[config.mk]
export PLATFORM = sky130hd
export DESIGN_NAME = master_out_port
export DESIGN_NICKNAME = d
export VERILOG_FILES = /design/src/rtl/master_out_port_pkg.sv /design/src/rtl/piso_shift_reg.sv /design/src/rtl/master_out_port.sv
export SDC_FILE = /design/constraint.sdc
export NUM_CORES = 1
export LEC_CHECK = 0
export BUFFER_PORTS_ARGS = -buffer_cell sky130_fd_sc_hd__buf_4
export CORE_ASPECT_RATIO = 0.5
export CORE_MARGIN = 2
export CORE_UTILIZATION = 28
export CTS_CLUSTER_SIZE = 16
export DETAILED_ROUTE_END_ITERATION = 10
export PLACE_DENSITY_LB_ADDON = 0.2
export SKIP_LAST_GASP = 1
export SLEW_MARGIN = 25
export SYNTH_ARGS = -nofsm -noshare
export SYNTH_HDL_FRONTEND = slang
export SYNTH_HIERARCHICAL = 1
export SYNTH_SLANG_ARGS = --single-unit
[constraint.sdc]
create_clock -name clk -period 4.1 [get_ports clk]
set_input_delay 0.41 -clock clk [delete_from_list [all_inputs] [get_ports clk]]
set_output_delay 0.41 -clock clk [all_outputs]
set_load 0.05 [all_outputs]
[src/rtl/master_out_port_pkg.sv]
// Shared bus definitions for the serial master/slave request link.
// Frame widths and the master serializer state encoding live here.
package master_out_port_pkg;

    typedef enum logic [1:0] {
        IDLE = 2'd0,
        WAIT = 2'd1,
        SEND = 2'd2,
        DONE = 2'd3
    } state_t;

    localparam int BUS_ADDR_WIDTH = 12;
    localparam int BUS_DATA_WIDTH = 8;

endpackage

[src/rtl/piso_shift_reg.sv]
// Parallel-in serial-out register; ser_out is bit 0, shift moves toward LSB and fills with 0.
// Load has priority over shift; no backpressure of its own, the owner gates shift.
module piso_shift_reg #(
    parameter int WIDTH = 12
) (
    input  logic             clk,
    input  logic             reset,
    input  logic             load,
    input  logic             shift,
    input  logic [WIDTH-1:0] par_in,
    output logic             ser_out
);

    logic [WIDTH-1:0] sr;

    always_ff @(posedge clk or negedge reset) begin
        if (!reset) begin
            sr <= '0;
        end else if (load) begin
            sr <= par_in;
        end else if (shift) begin
            sr <= sr >> 1;
        end
    end

    assign ser_out = sr[0];

endmodule

[src/rtl/master_out_port.sv]
// Serializes one address/data request LSB first; frame = 1 WAIT + ADDR_WIDTH SEND + 1 DONE cycle.
// slave_ready low holds the current bit and counter with master_valid high; start outside IDLE is dropped.
module master_out_port
    import master_out_port_pkg::*;
#(
    parameter int ADDR_WIDTH = BUS_ADDR_WIDTH,
    parameter int DATA_WIDTH = BUS_DATA_WIDTH
) (
    input  logic                  clk,
    input  logic                  reset,
    input  logic                  start,
    input  logic                  write_mode,
    input  logic [ADDR_WIDTH-1:0] addr_in,
    input  logic [DATA_WIDTH-1:0] data_in,
    input  logic                  slave_ready,
    output logic                  master_valid,
    output logic                  tx_addr,
    output logic                  tx_data,
    output logic                  busy,
    output logic                  tx_done
);

    localparam int CNT_W = (ADDR_WIDTH > 1) ? $clog2(ADDR_WIDTH) : 1;
    localparam logic [CNT_W-1:0] LAST = CNT_W'(ADDR_WIDTH - 1);

    if (DATA_WIDTH > ADDR_WIDTH) begin : g_width_check
        $error("master_out_port: DATA_WIDTH must not exceed ADDR_WIDTH");
    end

    state_t           state;
    logic [CNT_W-1:0] cnt;
    logic             load;
    logic             advance;
    logic             addr_bit;
    logic             data_bit;
    logic [ADDR_WIDTH-1:0] data_pad;

    // Read frames load a zero data lane so tx_data stays low without a mode check per bit.
    assign data_pad = write_mode ? ADDR_WIDTH'(data_in) : '0;
    assign load     = (state == IDLE) && start;
    assign advance  = slave_ready && ((state == WAIT) || ((state == SEND) && (cnt != LAST)));

    piso_shift_reg #(.WIDTH(ADDR_WIDTH)) u_addr_lane (
        .clk     (clk),
        .reset   (reset),
        .load    (load),
        .shift   (advance),
        .par_in  (addr_in),
        .ser_out (addr_bit)
    );

    piso_shift_reg #(.WIDTH(ADDR_WIDTH)) u_data_lane (
        .clk     (clk),
        .reset   (reset),
        .load    (load),
        .shift   (advance),
        .par_in  (data_pad),
        .ser_out (data_bit)
    );

    always_ff @(posedge clk or negedge reset) begin
        if (!reset) begin
            state        <= IDLE;
            cnt          <= '0;
            master_valid <= 1'b0;
            tx_addr      <= 1'b0;
            tx_data      <= 1'b0;
            busy         <= 1'b0;
            tx_done      <= 1'b0;
        end else begin
            case (state)
                IDLE: begin
                    if (start) begin
                        state        <= WAIT;
                        busy         <= 1'b1;
                        master_valid <= 1'b1;
                    end
                end
                WAIT: begin
                    if (slave_ready) begin
                        state   <= SEND;
                        cnt     <= '0;
                        tx_addr <= addr_bit;
                        tx_data <= data_bit;
                    end
                end
                SEND: begin
                    if (slave_ready) begin
                        if (cnt == LAST) begin
                            state        <= DONE;
                            master_valid <= 1'b0;
                            tx_addr      <= 1'b0;
                            tx_data      <= 1'b0;
                            tx_done      <= 1'b1;
                        end else begin
                            cnt     <= cnt + 1'b1;
                            tx_addr <= addr_bit;
                            tx_data <= data_bit;
                        end
                    end
                end
                DONE: begin
                    state   <= IDLE;
                    busy    <= 1'b0;
                    tx_done <= 1'b0;
                end
                default: state <= IDLE;
            endcase
        end
    end

endmodule

Word level (Yosys, flattened, before mapping). Index checks and enable logic that the tools add are counted.

Register bits after elaboration: 35. Output and inout port bits: 5. Word-level logic and storage cells: 66. Bits of input ports: 25.

Add/subtract/negate cells: 1. Reduce and logical (&&, ||, !) cells: 16. Muxes and demuxes: 30. Eq/ne operators: 10.

Operators with widths (number): $mux 12 (4); $mux 4 (3); $reduce_and 4->1 (3); $mux 1 (11); $pmux 1 s2 (5); $reduce_bool 2->1 (5); $mux 2 (4); $mux 8 (1); $ne 2x2->1 const B (4); $pmux 2 s4 (1); $pmux 4 s2 (1); $reduce_and 3->1 (2); $add 4x1->4 const B (1); $eq 2x2->1 const B (2); $eq 4x4->1 const B (1); $ne 4x4->1 const B (1); $logic_and 1x1->1 (3); $eq 2x1->1 const B (1); $logic_not 2->1 (1); $ne 2x1->1 const B (1); $reduce_and 2->1 (1); $logic_or 1x1->1 (1).

Depth between registers and ports, before layout. Gate-level depths: netlist of the first run.

Word-level depth: 6. Gate-level depth with buffers: 8. Depth with buffers taken out: 6.

Hierarchy. Netlist of the first run, hierarchy kept.

By module, submodules not included: piso_shift_reg (cells each 51, area each 546.8 um^2, instances 2, sequential area each 300.3 um^2); master_out_port (cells each 80, area each 750.7 um^2, instances 1, sequential area each 275.3 um^2).

Worst setup path after synthesis of the first run. No wires, ideal clock.

Path type: reg-to-reg. From: reg state[0]. To: reg u_addr_lane.sr[1]. Clock period less this slack: 1907 ps. Path slack: 2193 ps. Required time: 3979 ps. Setup time: 121 ps. Arrival: 1786 ps. Buffers on the path: 2. Cell stages (with the launch flop): 9. Cell sequence: dfrtp_1 -> inv_1 -> ha_1 -> buf_2 -> a21oi_1 -> nor2b_1 -> buf_6 -> mux2i_1 -> o21ai_2.

Cells in the longest elaborated chain, start to end: 5. Elaborated cells between the ends (all ways): 9. Classes of those cells: eq/ne (2); mux (1); reduce/logical (6).

RTL lines: from (decl) (RTL line master_out_port.sv:30) `state_t state;`; from (signal assigned) (RTL line master_out_port.sv:63) `state <= IDLE;`; from (signal assigned) (RTL line master_out_port.sv:74) `state <= WAIT;`; from (signal assigned) (RTL line master_out_port.sv:81) `state <= SEND;`; $eq 2x2->1 (RTL line master_out_port.sv:41) `assign advance = slave_ready && ((state == WAIT) || ((state == SEND) && (cnt != LAST)));`; $logic_and 1x1->1 (RTL line master_out_port.sv:41); $logic_or 1x1->1 (*) (RTL line master_out_port.sv:41); $logic_and 1x1->1 (*) (RTL line master_out_port.sv:41); net advance (RTL line master_out_port.sv:33) `logic advance;`; $reduce_bool 2->1 (no line) (*); to (signal assigned) (RTL line piso_shift_reg.sv:20) `sr <= par_in;`; to (signal assigned) (RTL line piso_shift_reg.sv:22) `sr <= sr >> 1;`; to (decl) (RTL line piso_shift_reg.sv:14) `logic [WIDTH-1:0] sr;`.

Mark *: on every way through the listed nets, which the timed path passes. The rest lies on a longest branch. A chain may end at the register's enable or synchronous reset.

Worst setup path after layout of the first run.
From: reg state[0]. To: reg u_data_lane.sr[8].

Cells in the longest elaborated chain, start to end: 5. Elaborated cells between the ends (all ways): 9. Classes of those cells: eq/ne (2); mux (1); reduce/logical (6).

RTL lines (RTL line): $eq 2x2->1 (master_out_port.sv:41); $logic_and 1x1->1 (master_out_port.sv:41); $logic_or 1x1->1 (*) (master_out_port.sv:41); $logic_and 1x1->1 (*) (master_out_port.sv:41); net advance (master_out_port.sv:33); $reduce_bool 2->1 (no line) (*); to (signal assigned) (piso_shift_reg.sv:20); to (signal assigned) (piso_shift_reg.sv:22); to (decl) (piso_shift_reg.sv:14).

Marked as above.

==> results.sh, run 1 <==
export IMPL_grt_max_degree=36
export IMPL_io_pin_count=30
export IMPL_viasPerCell=4.439
export IMPL_p_seq_share_pct=34.3
export IMPL_ir_drop_v=0.0002011
export IMPL_cts_buffers=5
export IMPL_fin_crit_sh_pct=52.97
export IMPL_yosysUniqueCellTypes=32
export IMPL_finalMaxSlewViolations=0
export IMPL_rr_startpoint="state[0]"
export IMPL_ys_seq_area_share_pct=47.49
export IMPL_final_min_clock_period_ns=2.172
export IMPL_worst_slew_margin_rel_pct=63.02
export IMPL_rrSetupSlack_ns=1.93
export IMPL_cts_clk_slew_worst_paths_ns=0.06
export IMPL_nets=245
export IMPL_cts_sinks=35
export IMPL_internal_power_uw=1123
export IMPL_register_area_sq_um=875.8
export IMPL_combPwrFrac_pct=37.0
export IMPL_yosysWarnings=6
export IMPL_die_h_microns=61.39
export IMPL_hold_buffers=0
export IMPL_cp_required_ns=4.25
export IMPL_cts_tree="done"
export IMPL_globalRouteOverflowTotal=0
export IMPL_grt_usage_pct=10.78
export IMPL_p_leak_uw=0.001036
export IMPL_critPathLaunchType="flop"
export IMPL_diodes=0
export IMPL_grt_pass1_wl_mm=6.085
export IMPL_start_util_pct=29.72
export IMPL_die_w_microns=118.8
export IMPL_skew_ns=0.003462
export IMPL_die_area_sq_mm=0.007292
export IMPL_grt_pass1_vias=1345
export IMPL_setup_viol=0
export IMPL_fill_cells=647
export IMPL_multi_input_area_sq_um=915.9
export IMPL_row_count=20
export IMPL_place_gp_congestion=0.6917
export IMPL_worstPathMaxFanout=24
export IMPL_rsz0062_at_grt="false"
export IMPL_drtIter0Drc=81
export IMPL_cts_buffer_depth=2
export IMPL_ant_nets=0
export IMPL_avgSynthCellArea_sq_um=10.13
export IMPL_status="finished clean"
export IMPL_numPortBuffers=29
export IMPL_switching_share_pct=35.05
export IMPL_place_inst=295
export IMPL_post_cts_buffers=0
export IMPL_hold_viol=0
export IMPL_postCtsResizedCells=0
export IMPL_layout_drive_gt1_share_pct=22.33
export IMPL_cap_violations=0
export IMPL_vias=1345
export IMPL_wl_mm=3.485
export IMPL_tightest_slew_ns=0.5547
export IMPL_p_sw_uw=606.2
export IMPL_crit_start="state[0]"
export IMPL_critPathCaptureType="flop"
export IMPL_core_area_sq_mm=0.006206
export IMPL_instances_no_fill=303
export IMPL_drc=0
export IMPL_syn_area_sq_mm=0.001844
export IMPL_finalSetupTns_ns=0
export IMPL_hold_path_class="input pin to async pin"
export IMPL_routedWlPerCell_microns=11.50
export IMPL_worstSetupPathType="flop to flop"
export IMPL_pwr_share_clk_pct=28.6
export IMPL_root_buffer="clkbuf_16"
export IMPL_clkLatencyLatePin_ns=0.28
export IMPL_setup_worst_path_end="u_data_lane/sr[8]"
export IMPL_mostFrequentLayoutCells="35 x dfrtp_1, 32 x nand2_1, 31 x buf_4"
export IMPL_htreeDepth=2
export IMPL_r2r_end="u_data_lane/sr[8]"
export IMPL_fmax_ghz=0.4604
export IMPL_layout_commonest_cell="dfrtp_1"
export IMPL_hpwl_mm=2.377
export IMPL_synth_cells=182
export IMPL_area_growth_pct=26.80
export IMPL_reg2reg_depth=7
export IMPL_synth_seq_cells=35
export IMPL_grt_antenna_before_repair=0
export IMPL_power_density_mw_per_mm2=739.6
export IMPL_crit_arrival_ns=2.32
export IMPL_drt_pass1_iter_count=4
==> critical path, stage by stage (launching register included) <==
cell and delay, ns:
dfrtp_1 0.41, inv_1 0.12, ha_1 0.52, a21oi_1 0.16, nor2b_2 0.13, buf_4 0.35
mux2i_1 0.26, o21ai_1 0.08
==> per-layer routing <==
layer,GRT usage [%],wire length (microns),up-vias
met4,5.612,61,0
met3,3.519,111,7
li1,-,-,697
met1,13.27,1779,625
met2,17.57,1532,16
met5,0,0,-
==> through the flow <==
| stage | hold WS (ns) | util (%) | worst slack, ns | area (sq um) | total power [uW] |
|---|---|---|---|---|---|
| floorplan | 0.1144 | - | 2.193 | 1856 | 1101 |
| global placement | 0.3945 | 34.56 | 1.965 | 2145 | 1231 |
| detailed placement | 0.3948 | 34.56 | 1.917 | 2145 | 1247 |
| CTS | 0.09255 | 37.66 | 1.872 | 2337 | 1752 |
| global route | 0.1155 | 37.68 | 1.667 | 2338 | 1856 |
| finish | 0.07754 | 37.68 | 1.928 | 2338 | 1730 |
==> cells by family after synthesis <==
logic type / Yosys count / share of synthesized area (%)
DFF: 35 / 47.49
buffers and inverters: 12 / 3.663
other: 1 / 0.2033
AOI/OAI and AO/OA: 39 / 12.89
muxes: 24 / 13.09
adders and majority gates: 6 / 4.070
and+or+nand+nor: 65 / 18.59
==> flip-flops by register name, indices dropped and copies added, names as in the netlist <==
register,cells
busy,1
cnt,4
master_valid,1
state,2
tx_addr,1
tx_data,1
tx_done,1
u_addr_lane/sr,12
u_data_lane/sr,12
==> synthesized netlist by cell type <==
cell type	instances	area (sq um)
dfrtp_1	35	875.8
and2_1	9	56.30
nand3b_1	1	7.510
mux2_1	1	11.26
clkbuf_1	1	3.750
mux2i_1	23	230.2
o22a_1	1	8.760
nor2_1	3	11.26
and4bb_2	1	12.51
a21oi_1	1	5.000
a211oi_2	1	12.51
o21ba_2	1	10.01
o21ai_2	2	17.52
buf_6	2	22.52
nand3b_4	1	20.02
nand3_1	4	20.02
o21ai_1	19	95.09
nor2b_1	3	18.77
nand2_1	32	120.1
inv_1	3	11.26
nand4b_1	2	17.52
buf_2	6	30.03
o2bb2ai_1	1	8.760
o211ai_1	3	22.52
a32oi_1	2	17.52
nand2b_1	4	25.02
nor2b_2	1	8.760
conb_1	1	3.750
or3_1	1	6.260
ha_1	6	75.07
o21ai_0	8	40.04
nand4_1	3	18.77
==> layout make-up <==
class,instances,area share [%]
sequential,35,37.45
clock buffer,5,5.350
clock inverter,3,2.889
tap,88,4.708
timing repair buffer,31,9.952
multi-input combinational,138,39.17
inverter,3,0.4815
==> power groups by stage <==
stage	registers [uW]	logic [uW]	clock network, uW
finish	594	641	495
floorplan	636	465	0
global placement	597	634	0
CTS	596	653	504
global route	615	727	515
detailed placement	600	647	0
==> worst min path at each step <==
| stage | startpoint | endpoint | slack [ns] |
|---|---|---|---|
| after global routing | reset | u_addr_lane/sr[7] | 0.12 |
| after global placement | reset | u_data_lane/sr[4] | 0.39 |
| after floorplan | reset | busy | 0.11 |
| final | reset | u_addr_lane/sr[8] | 0.08 |
| after CTS | reset | u_addr_lane/sr[7] | 0.09 |
| after detailed placement | reset | u_data_lane/sr[5] | 0.39 |
Note: power is estimated with default switching activity, not from simulation.
==> inputs of run 2 (changes only) <==
ABC_AREA = 1   (was default)
clock period = 1.86 ns   (was 4.1 ns; I/O delays follow)
==> results.sh, run 2 <==
export IMPL_status="finished clean"
export IMPL_yosysTopAreaCellShare_pct=47.11
export IMPL_power_density_mw_per_mm2=1562
export IMPL_vias=1551
export IMPL_numPortBuffers=29
export IMPL_root_buffer="clkbuf_16"
export IMPL_crit_path_cell_trace="ha_1, nand3_2, nand2_2, o21ai_2, buf_4, nand3_1, nand3_1"
export IMPL_die_h_microns=61.62
export IMPL_highest_layer="met4"
export IMPL_grt_pass1_vias=1460
export IMPL_routedWlPerCell_microns=10.79
export IMPL_syn_area_sq_mm=0.001859
export IMPL_fin_crit_sh_pct=85.57
export IMPL_synth_edf_count=0
export IMPL_cts_sinks=35
export IMPL_grt_pass1_wl_mm=6.817
export IMPL_hpwl_mm=2.772
export IMPL_finalSetupTns_ns=0
export IMPL_route_met3_wl_microns=180
export IMPL_synthTopCellsByArea="dfrtp_1 47%, nand2_1 17%, nand3_1 13%"
export IMPL_fmax_ghz=0.6283
export IMPL_die_area_sq_mm=0.007348
export IMPL_worstPathMaxFanout=11
export IMPL_ys_flop_type="dfrtp_1"
export IMPL_crit_path_frequent_cell="nand3_1"
export IMPL_rrSetupSlack_ns=0.27
export IMPL_viasPerCell=4.285
export IMPL_place_gp_congestion=0.7555
export IMPL_yosysUniqueCellTypes=22
export IMPL_critPathMaxStageDelay_ns=0.40
export IMPL_core_area_sq_mm=0.006231
export IMPL_clkLatencyLatePin_ns=0.28
export IMPL_wl_mm=3.907
export IMPL_htreeDepth=2
export IMPL_worstSetupPathType="flop to flop"
export IMPL_rsz0062_at_grt="false"
export IMPL_grt_antenna_before_repair=0
export IMPL_layout_commonest_cell="nand2_1"
export IMPL_setup_viol=0
export IMPL_critPathLaunchType="flop"
export IMPL_cap_violations=0
export IMPL_biggestRegsByFlops="u_addr_lane/sr: 12 flops, u_data_lane/sr: 12 flops, cnt: 4 flops"
export IMPL_drt_pass1_iter_count=5
export IMPL_cts_clk_slew_worst_paths_ns=0.06
export IMPL_wl_met1_mm=1.968
export IMPL_drtIter0Drc=88
export IMPL_die_w_microns=119.2
export IMPL_synth_seq_cells=35
export IMPL_yosysMostFrequentCell="nand2_1"
export IMPL_design_area_sq_mm=0.002359
export IMPL_io_pin_count=30
export IMPL_nets=304
export IMPL_area_growth_pct=26.85
export IMPL_crit_arrival_ns=1.81
export IMPL_place_area_sq_mm=0.002171
export IMPL_ant_nets=0
export IMPL_ir_drop_v=0.0004591
export IMPL_diodes=0
export IMPL_layout_drive_gt1_share_pct=22.63
export IMPL_mostFrequentLayoutCells="85 x nand2_1, 50 x nand3_1, 36 x buf_4"
export IMPL_yosysWarnings=6
export IMPL_fill_cells=646
export IMPL_synthTopCellsByCount="85 x nand2_1, 50 x nand3_1, 35 x dfrtp_1, 20 x inv_1, 6 x ha_1"
export IMPL_skew_ns=0.003457
export IMPL_synth_area_leader_cell="dfrtp_1"
export IMPL_hold_viol=0
export IMPL_start_util_pct=29.84
export IMPL_row_count=20
export IMPL_p_leak_uw=0.001250
export IMPL_finalMaxSlewViolations=0
export IMPL_cts_buffer_depth=2
export IMPL_critPathCaptureType="flop"
export IMPL_cp_required_ns=2.07
export IMPL_avgSynthCellArea_sq_um=7.878
export IMPL_path_buf_inv=1
export IMPL_final_min_clock_period_ns=1.592
export IMPL_cts_buffers=5
export IMPL_grt_max_degree=36
export IMPL_crit_slowest_cell="dfrtp_1"
export IMPL_globalRouteOverflowTotal=0
export IMPL_drc=0
export IMPL_ys_async_sr_fraction_pct=100.0
export IMPL_ys_seq_area_share_pct=47.11
export IMPL_wl_met2_mm=1.688
export IMPL_synth_cells=236
export IMPL_cts_tree="done"
export IMPL_grt_usage_pct=12.25
export IMPL_hold_path_class="input pin to flop"
export IMPL_crit_family="flip-flops"
-- run 2: cell types whose count changed in the layout (fill, tap and decap cells not counted), sizes merged, moves of 4 or more --
cell / before / now
nor2b: 4 / 0
o21ai: 29 / 7
nand3: 4 / 51
nand2: 32 / 87
and2: 9 / 0
buf: 31 / 36
inv: 3 / 25
mux2i: 23 / 0
nand2b: 4 / 0
nor2: 3 / 7
-- run 2: what timing repair did --
action / CTS / global route
hold endpoints to repair: 35 / 0
buffers inserted: 0 / 0
setup endpoints to repair: 0 / 6
gates resized for setup: 0 / 2
hold buffers: 1 / 0
-- run 2: worst paths after layout --
kind	from	to	depth (start not counted)
max reg2reg	cnt[0]	u_data_lane/sr[4]	7
max in group asynchronous	reset	u_addr_lane/sr[3]	2
min reg2reg	u_addr_lane/sr[11]	u_addr_lane/sr[11]	2
max	cnt[0]	u_data_lane/sr[4]	7
min	addr_in[11]	u_addr_lane/sr[11]	3
min in group asynchronous	reset	u_data_lane/sr[5]	2
-- run 2: cell type report --
type,count,area [sq um],area share [%]
clock buffer,5,125.1,5.305
sequential,35,875.8,37.14
timing repair buffer,37,280.3,11.88
inverter,25,93.84,3.979
clock inverter,3,43.79,1.857
tap,88,110.1,4.668
multi-input combinational,169,829.5,35.17
-- run 2: metrics by stage --
step | hold WS [ns] | worst slack, ns | util [%] | cells | total power [uW]
detailed placement | 0.1758 | 0.1813 | 34.84 | 353 | 2749
floorplan | -0.1096 | 0.02979 | - | 239 | 2395
CTS | 0.1099 | 0.1708 | 37.71 | 362 | 3718
global route | 0.1231 | 0.1187 | 37.85 | 362 | 4012
global placement | 0.1703 | 0.2136 | 34.84 | 353 | 2717
finish | 0.1101 | 0.2684 | 37.85 | 362 | 3684
-- run 2: power breakdown --
part / internal [uW] / switching, uW / leakage (uW)
logic: 552 / 946 / 0.000716
clock network: 631 / 322 / 0.0000838
registers: 1060 / 171 / 0.000450
-- run 2: cells by family (layout without fill, tap and decap cells) --
family,Yosys count,in the layout,share of synthesized area [%]
DFF,35,35,47.11
other,1,4,0.2017
AOI/OAI and AO/OA,8,8,2.692
and+or+nand+nor,151,151,36.61
adders and majority gates,6,6,4.038
buffers and inverters,35,70,9.354
-- run 2: layer usage --
layer	global-route usage (%)	up-vias
li1	-	818
met1	16.16	702
met2	18.39	26
met3	4.630	5
met4	5.102	0
met5	0	-
-- run 2: worst min-delay path, cell delays in order --
cell and delay [ns]:
buf_4 0.08, nand2_1 0.04, nand2_1 0.05
